## src/rtl/mspe_pkg.sv

```systemverilog
// Shared types, constants and the round-robin pick helper for the MSPE dispatch path.
package mspe_pkg;

  localparam int MSPE_DATA_W    = 512;
  localparam int MSPE_MAX_CORES = 32;

  typedef enum logic [0:0] {DSP_IDLE, DSP_FORWARD} dsp_state_t;

  typedef struct packed {
    logic       found;
    logic [4:0] idx;
  } rr_pick_t;

  // Index of the first set bit of mask[n-1:0] at or after ptr, wrapping at n.
  // Offsets are walked from highest to lowest so the nearest hit is written last.
  function automatic rr_pick_t rr_pick(input logic [31:0] mask, input logic [4:0] ptr, input int n);
    rr_pick_t res;
    int       j;
    res = '0;
    for (int k = MSPE_MAX_CORES - 1; k >= 0; k--) begin
      if (k < n) begin
        j = int'(ptr) + k;
        if (j >= n) j = j - n;
        if (mask[j[4:0]]) begin
          res.found = 1'b1;
          res.idx   = j[4:0];
        end
      end
    end
    return res;
  endfunction

endpackage

```

## src/rtl/mspe_snk_dispatch_if.sv

```systemverilog
// Sink stream in, shared core write bus out. The dispatcher sits on the slave side.
interface mspe_snk_dispatch_if
  import mspe_pkg::*;
#(
  parameter int CORES  = 4,
  parameter int DATA_W = MSPE_DATA_W
);
  logic [DATA_W-1:0] snk_data;
  logic              snk_valid;
  logic              snk_sop;
  logic              snk_eop;
  logic              snk_ready;

  logic [DATA_W-1:0] core_data;
  logic [CORES-1:0]  core_we;
  logic              core_eop;

  modport master (
    output snk_data, snk_valid, snk_sop, snk_eop,
    input  snk_ready,
    input  core_data, core_we, core_eop
  );

  modport slave (
    input  snk_data, snk_valid, snk_sop, snk_eop,
    output snk_ready,
    output core_data, core_we, core_eop
  );
endinterface

```

## src/rtl/mspe_rr_pick.sv

```systemverilog
// Combinational round-robin picker: first set bit of i_mask starting at i_ptr.
module mspe_rr_pick
  import mspe_pkg::*;
#(
  parameter int N     = 4,
  parameter int IDX_W = 2
) (
  input  logic [N-1:0]     i_mask,
  input  logic [IDX_W-1:0] i_ptr,
  output logic             o_found,
  output logic [IDX_W-1:0] o_idx
);
  rr_pick_t w_res;

  assign w_res   = rr_pick(32'(i_mask), 5'(i_ptr), N);
  assign o_found = w_res.found;
  assign o_idx   = IDX_W'(w_res.idx);
endmodule

```

## src/rtl/mspe_snk_dispatch.sv

```systemverilog
// Packet dispatcher: steers each whole sink packet to one core FIFO, round-robin
// over enabled, not-full cores. One bubble per packet for target selection.
module mspe_snk_dispatch
  import mspe_pkg::*;
#(
  parameter int CORES  = 4,
  parameter int DATA_W = MSPE_DATA_W,
  parameter int CNT_W  = 16
) (
  input  logic             clk,
  input  logic             reset_n,
  mspe_snk_dispatch_if.slave bus,
  input  logic [CORES-1:0] core_en,
  input  logic [CORES-1:0] core_full,
  output logic [4:0]       cur_core,
  output logic             busy,
  output logic [CNT_W-1:0] drop_count,
  output logic [CNT_W-1:0] err_count,
  output logic [CNT_W-1:0] pkt_count
);
  localparam int IDX_W = (CORES > 1) ? $clog2(CORES) : 1;

  dsp_state_t        r_state;
  logic [IDX_W-1:0]  r_rr_ptr;
  logic [IDX_W-1:0]  r_sel;
  logic              r_first;
  logic [CORES-1:0]  r_core_we;
  logic [DATA_W-1:0] r_core_data;
  logic              r_core_eop;
  logic [CNT_W-1:0]  r_drop;
  logic [CNT_W-1:0]  r_err;
  logic [CNT_W-1:0]  r_pkt;

  logic [CORES-1:0]  w_elig;
  logic [CORES-1:0]  w_sel_onehot;
  logic              w_found;
  logic [IDX_W-1:0]  w_pick;
  logic              w_ready;
  logic              w_accept;
  logic [IDX_W-1:0]  w_rr_next;

  assign w_elig = core_en & ~core_full;

  mspe_rr_pick #(
    .N     (CORES),
    .IDX_W (IDX_W)
  ) u_pick (
    .i_mask  (w_elig),
    .i_ptr   (r_rr_ptr),
    .o_found (w_found),
    .o_idx   (w_pick)
  );

  // One-hot write strobe for the core currently owning the packet.
  generate
    for (genvar gi = 0; gi < CORES; gi++) begin : g_onehot
      assign w_sel_onehot[gi] = (r_sel == IDX_W'(gi));
    end
  endgenerate

  // Next round-robin start: the core after the one that just finished.
  assign w_rr_next = (r_sel == IDX_W'(CORES - 1)) ? '0 : r_sel + IDX_W'(1);

  // Sink ready: idle drops non-sop beats; forwarding follows the target's full flag.
  always_comb begin
    w_ready = 1'b0;
    case (r_state)
      DSP_IDLE:    w_ready = bus.snk_valid & ~bus.snk_sop;
      DSP_FORWARD: w_ready = ~core_full[r_sel];
      default:     w_ready = 1'b0;
    endcase
  end

  assign w_accept = bus.snk_valid & w_ready;

  // Dispatch FSM with registered write bus and saturating status counters.
  always_ff @(posedge clk or negedge reset_n) begin
    if (!reset_n) begin
      r_state     <= DSP_IDLE;
      r_rr_ptr    <= '0;
      r_sel       <= '0;
      r_first     <= 1'b0;
      r_core_we   <= '0;
      r_core_data <= '0;
      r_core_eop  <= 1'b0;
      r_drop      <= '0;
      r_err       <= '0;
      r_pkt       <= '0;
    end else begin
      r_core_we  <= '0;
      r_core_eop <= 1'b0;
      case (r_state)
        DSP_IDLE: begin
          if (bus.snk_valid && !bus.snk_sop) begin
            if (~&r_drop) r_drop <= r_drop + CNT_W'(1);
          end else if (bus.snk_valid && w_found) begin
            r_sel   <= w_pick;
            r_first <= 1'b1;
            r_state <= DSP_FORWARD;
          end
        end
        DSP_FORWARD: begin
          if (w_accept) begin
            r_core_we   <= w_sel_onehot;
            r_core_data <= bus.snk_data;
            r_core_eop  <= bus.snk_eop;
            r_first     <= 1'b0;
            // A sop inside a packet is a protocol error but still carried as data.
            if (bus.snk_sop && !r_first && (~&r_err)) r_err <= r_err + CNT_W'(1);
            if (bus.snk_eop) begin
              if (~&r_pkt) r_pkt <= r_pkt + CNT_W'(1);
              r_rr_ptr <= w_rr_next;
              r_state  <= DSP_IDLE;
            end
          end
        end
        default: r_state <= DSP_IDLE;
      endcase
    end
  end

  assign bus.snk_ready = w_ready;
  assign bus.core_we   = r_core_we;
  assign bus.core_data = r_core_data;
  assign bus.core_eop  = r_core_eop;
  assign cur_core      = 5'(r_sel);
  assign busy          = (r_state == DSP_FORWARD);
  assign drop_count    = r_drop;
  assign err_count     = r_err;
  assign pkt_count     = r_pkt;
endmodule
```

## src/flat_wrapper.sv

```systemverilog
// flat-port wrapper written by rule: the top's interface ports become plain ports
module mspe_snk_dispatch_flat import mspe_pkg::*;
#(
  parameter int CORES  = 4,
  parameter int DATA_W = MSPE_DATA_W,
  parameter int CNT_W  = 16
)
  (clk, reset_n, core_en, core_full, cur_core, busy, drop_count, err_count, pkt_count, bus_snk_data, bus_snk_valid, bus_snk_sop, bus_snk_eop, bus_snk_ready, bus_core_data, bus_core_we, bus_core_eop);
  mspe_snk_dispatch_if #(.CORES(CORES), .DATA_W(DATA_W)) bus_i ();
  input  logic clk;
  input  logic reset_n;
  input  logic [CORES-1:0] core_en;
  input  logic [CORES-1:0] core_full;
  output logic [4:0] cur_core;
  output logic busy;
  output logic [CNT_W-1:0] drop_count;
  output logic [CNT_W-1:0] err_count;
  output logic [CNT_W-1:0] pkt_count;
  input wire logic [$bits(bus_i.snk_data)-1:0] bus_snk_data;
  input wire logic [$bits(bus_i.snk_valid)-1:0] bus_snk_valid;
  input wire logic [$bits(bus_i.snk_sop)-1:0] bus_snk_sop;
  input wire logic [$bits(bus_i.snk_eop)-1:0] bus_snk_eop;
  output wire logic [$bits(bus_i.snk_ready)-1:0] bus_snk_ready;
  output wire logic [$bits(bus_i.core_data)-1:0] bus_core_data;
  output wire logic [$bits(bus_i.core_we)-1:0] bus_core_we;
  output wire logic [$bits(bus_i.core_eop)-1:0] bus_core_eop;
  assign bus_i.snk_data = bus_snk_data;
  assign bus_i.snk_valid = bus_snk_valid;
  assign bus_i.snk_sop = bus_snk_sop;
  assign bus_i.snk_eop = bus_snk_eop;
  assign bus_snk_ready = bus_i.snk_ready;
  assign bus_core_data = bus_i.core_data;
  assign bus_core_we = bus_i.core_we;
  assign bus_core_eop = bus_i.core_eop;
  mspe_snk_dispatch #(.CORES(CORES), .DATA_W(DATA_W), .CNT_W(CNT_W)) u_core (.clk(clk), .reset_n(reset_n), .bus(bus_i), .core_en(core_en), .core_full(core_full), .cur_core(cur_core), .busy(busy), .drop_count(drop_count), .err_count(err_count), .pkt_count(pkt_count));
endmodule
```

## config.mk

```make
export PLATFORM = sky130hd
export DESIGN_NAME = mspe_snk_dispatch_flat
export DESIGN_NICKNAME = d
export VERILOG_FILES = /design/src/rtl/mspe_pkg.sv /design/src/rtl/mspe_snk_dispatch_if.sv /design/src/rtl/mspe_rr_pick.sv /design/src/rtl/mspe_snk_dispatch.sv /design/src/flat_wrapper.sv
export SDC_FILE = /design/constraint.sdc
export NUM_CORES = 1
export LEC_CHECK = 0
export CAP_MARGIN = 20
export CORE_AREA = 2 2 425 427
export DETAILED_ROUTE_END_ITERATION = 6
export DIE_AREA = 0 0 427 429
export SLEW_MARGIN = 15
export SYNTH_ARGS = -nofsm -noshare
export SYNTH_HDL_FRONTEND = slang
export SYNTH_HIERARCHICAL = 1
export SYNTH_SLANG_ARGS = --single-unit
```

## constraint.sdc

```tcl
create_clock -name clk -period 5.67 [get_ports clk]
set_input_delay 1.134 -clock clk [delete_from_list [all_inputs] [get_ports clk]]
set_output_delay 1.134 -clock clk [all_outputs]
set_load 0.01 [all_outputs]
```

Yosys cells after proc, flatten, opt, wreduce, memory -nomap -nowiden. Index checks and enable logic that the tools add are counted.

Register bits: 571. Word-level logic and storage cells: 97.

Add/sub/neg operators: 11. $lt $le $gt $ge: 9. Equal/unequal tests: 6. Muxes and demuxes: 33. Bitwise gates (word level): 10. Reductions and logical operators: 18.

Operator list (number): $add A16 B1 Y16 const B (3); $reduce_and A16 Y1 (3); $ge A32 B4 Y1 const B (1); $lt A5 B6 Y1 const B (4); $mux W6 (4); $bmux W1 S5 (4); $mux W5 (4); $reduce_and A3 Y1 (5); $mux W1 (14); $sub A3 B3 Y4 const B (3); $mux W4 (2); $add A2 B2 Y3 const B (2); $ge A3 B3 Y1 const B (2); $not A1 Y1 (6); $pmux W1 S2 (3); $and A4 B4 Y4 (1); $eq A2 B2 Y1 const B (2); $logic_and A1 B1 Y1 (4); $ne A2 B2 Y1 const B (2); $not A4 Y4 (1); $reduce_and A4 Y1 (1); $sub A2 B3 Y4 const B (1); $add A2 B1 Y3 const B (1); $ge A2 B3 Y1 const B (1); other kinds (10) (13).

Longest topological paths before layout.
Word-level depth: 13. Mapped depth: 10. Depth with buffers taken out: 9.

Modules after synthesis. The synthesis kept the hierarchy.

Modules (own cells, without submodules): mspe_snk_dispatch (times used 1, cells an instance 2442, area each 22235.1 sq um); mspe_rr_pick (times used 1, cells an instance 46, area each 344.1 sq um).

Least setup slack after synthesis. Ideal clock, no wire load.

Path type: input to output. Start point: input port bus_snk_valid. End point: output port bus_snk_ready. Arrival: 1.739 ns. Data required time: 4.536 ns. Slack: 2.797 ns. Stages on the path: 2. Path buffers: 0. Path through: nor3b_1 -> a21o_1.

Cells in the longest elaborated chain, start to end: 2.

Ends and longest elaborated chain: from (decl) (RTL line flat_wrapper.sv:20) `input wire logic [$bits(bus_i.snk_valid)-1:0] bus_snk_valid;`; $and A1 B1 Y1 (RTL line mspe_snk_dispatch.sv:68) `DSP_IDLE: w_ready = bus.snk_valid & ~bus.snk_sop;`; $pmux W1 S2 (RTL line mspe_snk_dispatch.sv:67) `case (r_state)`; to (decl) (RTL line flat_wrapper.sv:23) `output wire logic [$bits(bus_i.snk_ready)-1:0] bus_snk_ready;`.

No other way between the ends.

Final worst setup path.
Start point: input port bus_snk_sop. End point: output port bus_snk_ready.

Cells in the longest elaborated chain, start to end: 3.

Ends and longest elaborated chain: from (decl) (RTL line flat_wrapper.sv:21) `input wire logic [$bits(bus_i.snk_sop)-1:0] bus_snk_sop;`; $not A1 Y1 (RTL line mspe_snk_dispatch.sv:68); $and A1 B1 Y1 (RTL line mspe_snk_dispatch.sv:68); $pmux W1 S2 (RTL line mspe_snk_dispatch.sv:67).

No other way between the ends.

==> results.sh <==
export IMPL_status="completed"
export IMPL_max_cap_violations=0
export IMPL_overflow=0
export IMPL_drive_gt1_share_pct=5.43
export IMPL_cts_sinks=571
export IMPL_yosys_area_share_simple_pct=29.5
export IMPL_clk_path_buf_depth=3
export IMPL_critical_path_class="input pin to primary output"
export IMPL_cellPowerDensity_mw_per_mm2=531
export IMPL_r2r_worst_path_cells=5
export IMPL_peakVddDrop_mv=0.281
export IMPL_period_needed_ns=4.51
export IMPL_crit_required_ns=4.54
export IMPL_synthFlopType="dfrtp_1"
export IMPL_io_buffers=1093
export IMPL_reg2reg_slack_ns=2.99
export IMPL_first_global_vias=20912
export IMPL_ant_nets=0
export IMPL_yosys_area_top_type="dfrtp_1"
export IMPL_post_cts_resized=0
export IMPL_ys_ff_latch=571
export IMPL_yosysMostFrequentCell="nand2_1"
export IMPL_end_kind="primary output"
export IMPL_rows=155
export IMPL_route_vias_total=21368
export IMPL_p_total_mw=20.6
export IMPL_synthTopCellsByCount="nand2_1, dfrtp_1, buf_2"
export IMPL_crit_end="bus_snk_ready"
export IMPL_slowest_delay_ns=0.83
export IMPL_crit_arrival_ns=3.38
export IMPL_grt_setup_unrepaired="no"
export IMPL_synth_mux_area_share_pct=0.887
export IMPL_cp_common_cell="clkdlybuf4s50_1"
export IMPL_fmax_mhz=222
export IMPL_critPathMaxFanout=7
export IMPL_relSlewSlack_pct=27.0
export IMPL_cp_top_family="buffers and inverters"
export IMPL_start_util_pct=12.7
export IMPL_path_cells="clkdlybuf4s50_1, nor3b_1, a21o_1, clkdlybuf4s50_1"
export IMPL_ys_seq_area_share_pct=63.3
export IMPL_antenna_found_initial=50
export IMPL_htree_levels=3
export IMPL_io_pins=1097
export IMPL_die_area_mm2=0.183
export IMPL_dp_hpwl_um=97700
export IMPL_synth_warnings=6
export IMPL_layout_worst_path_cycle_share_pct=79.6
export IMPL_hold_viol_final=0
export IMPL_synth_top_family_by_area="simple AND/OR/NAND/NOR gates"
export IMPL_syn_avg_cell_area_um2=9.08
export IMPL_synthAdderAreaFrac_pct=0.665
export IMPL_cts_setup_buffers=0
export IMPL_post_drt_via_cell_ratio=3.56
export IMPL_die_width_um=427
export IMPL_synth_area_top_cells="dfrtp_1, nand2_1, buf_2, xor2_1, xnor2_1"
export IMPL_drt_wirelength_per_cell_um=20.2
export IMPL_first_iter_violations=1570
export IMPL_post_route_drc_count=0
export IMPL_cp_start_kind="input pin"
export IMPL_chipHeight_um=429
export IMPL_drt_wl_total_um=121000
export IMPL_tightestPinTransition_ns=1.09
export IMPL_r2r_end="u_core/err_count[14]$_DFFE_PN0P_"
export IMPL_yosys_area_share_xor_xnor_pct=1.55
export IMPL_synth_compound_area_share_pct=1.12
export IMPL_globalplace_congestion=0.934
export IMPL_crit_buf_inv=2
export IMPL_synth_edf_count=0
export IMPL_clockRootBuffer="clkbuf_16"
export IMPL_core_mm2=0.178
export IMPL_numCtsBuffers=73
export IMPL_timing_rr_start="u_core/r_sel[0]$_DFFE_PN0P_"
export IMPL_netlist_instances=2488
export IMPL_synth_top_area_share_pct=63.3
export IMPL_cts_tree="done"
export IMPL_ctsHoldBuffers=0
export IMPL_tns_ns=0
export IMPL_clk_latency_ns=0.68
export IMPL_synth_cell_types=53
export IMPL_syn_cell_area_mm2=0.0226
export IMPL_clk_pin_slew_worst_paths_ns=0.05
export IMPL_dr_pass1_iters=5
export IMPL_crit_slowest_cell="nor3b_1"
export IMPL_fin_nets=4113
export IMPL_ys_async_sr_fraction_pct=100
export IMPL_power_leakage_nw=17.9
export IMPL_grt_max_degree=130
export IMPL_slew_viol_final=0
export IMPL_grt_usage_pct=12.8
export IMPL_crit_start="bus_snk_sop"
export IMPL_finalSetupViolCount=0
export IMPL_hold_path_class="input pin to async pin"
export IMPL_fill_cells=19446
export IMPL_worst_path_stages=4
export IMPL_grt_pass1_wl_um=166000
export IMPL_area_growth_pct=72.0
export IMPL_clock_skew_ns=0.0391
## report_power, final
group          leakage (nW)  switching [mW]  internal [mW]
registers              7.18            1.09           5.87
logic                  9.57            4.67           4.29
clock network          1.19            1.94           2.75
## area by class of cell
class                   instances  area (um^2)  area share, %
diodes                         10         25.0         0.0644
well taps                    2355         2950           7.59
inverters                      10         37.5         0.0966
clock buffers                 109         2170           5.59
repair buffers               1139        11500           29.6
clock inverters                21          223          0.573
flip-flops and latches        571        14300           36.8
multi-input cells            1781         7660           19.7
## how the worst min path moves through the flow
stage                                                from                               endpoint  cells after the start
floorplan                      u_core/r_first$_DFFE_PN0P_             u_core/r_first$_DFFE_PN0P_                      2
global placement    u_core/bus.core_data[381]$_DFFE_PN0P_  u_core/bus.core_data[381]$_DFFE_PN0P_                      2
detailed placement  u_core/bus.core_data[295]$_DFFE_PN0P_  u_core/bus.core_data[295]$_DFFE_PN0P_                      2
CTS                                               reset_n  u_core/bus.core_data[457]$_DFFE_PN0P_                      1
global route                                      reset_n  u_core/bus.core_data[481]$_DFFE_PN0P_                      1
finish                                            reset_n  u_core/bus.core_data[481]$_DFFE_PN0P_                      1
## metrics by stage
step | worst slack, ns | util (%) | cells | cell area, um^2 | hold WS (ns)
floorplan | 2.80 | - | 2490 | 22600 | 0.457
global placement | 1.31 | 20.4 | 5855 | 36400 | 0.449
detailed placement | 1.27 | 20.5 | 5856 | 36400 | 0.455
CTS | 1.25 | 21.8 | 5986 | 38800 | 0.437
global route | 1.14 | 21.8 | 5990 | 38800 | 0.455
finish | 1.16 | 21.8 | 5996 | 38800 | 0.441
## flip-flops by register name (all words and copies together) (netlist names)
register              count
u_core/bus.core_we        4
u_core/pkt_count         16
u_core/bus.core_data    512
u_core/r_first            1
u_core/drop_count        16
u_core/busy               1
u_core/r_rr_ptr           2
u_core/r_sel              2
u_core/bus.core_eop       1
u_core/err_count         16
## cells in the final DEF (no fill, tap or decap), types with 4 or more instances in the layout
cell type        synthesis  layout
a21oi_1                  4       4
and2_1                   6       6
and3_1                  14      14
and4_1                   7       7
buf_12                   0      14
buf_4                    4      31
clkbuf_1                31      16
clkbuf_16                0      74
clkbuf_8                 0      19
clkdlybuf4s50_1          0    1092
clkinv_2                 0      10
dfrtp_1                571     571
diode_2                  0      10
ha_1                    12      12
inv_1                   10      10
inv_6                    0       4
mux2_2                   8       8
mux2_4                   4       4
mux2i_1                  5       5
nand2_1               1552    1552
nand2b_1                 5       5
nand3_1                 21      21
nand4_1                 19      19
nor2_1                  10      10
nor2b_1                  4       4
nor3_1                   7       7
nor4_1                   5       4
nor4_2                  11      12
o211ai_1                 7       7
o21ai_0                  5       5
xnor2_1                 19      19
xor2_1                  21      21
## routing by layer
metal	vias to the layer above	GRT usage, %	share of wire [%]
met1	10433	16.1	42
met4	46	4.47	3.1
met2	825	20.7	47
met3	186	3.80	8.2
li1	9878	-	-
met5	-	0	0.23
## kinds of logic after synthesis
family	count (synthesis)
adders and majority gates	12
AOI/OAI and AO/OA	35
muxes	17
DFF	571
and+or+nand+nor	1674
buffers and inverters	138
xor gates and xnor gates	40
other	1
No activity file was read; power rests on OpenSTA's default activity.
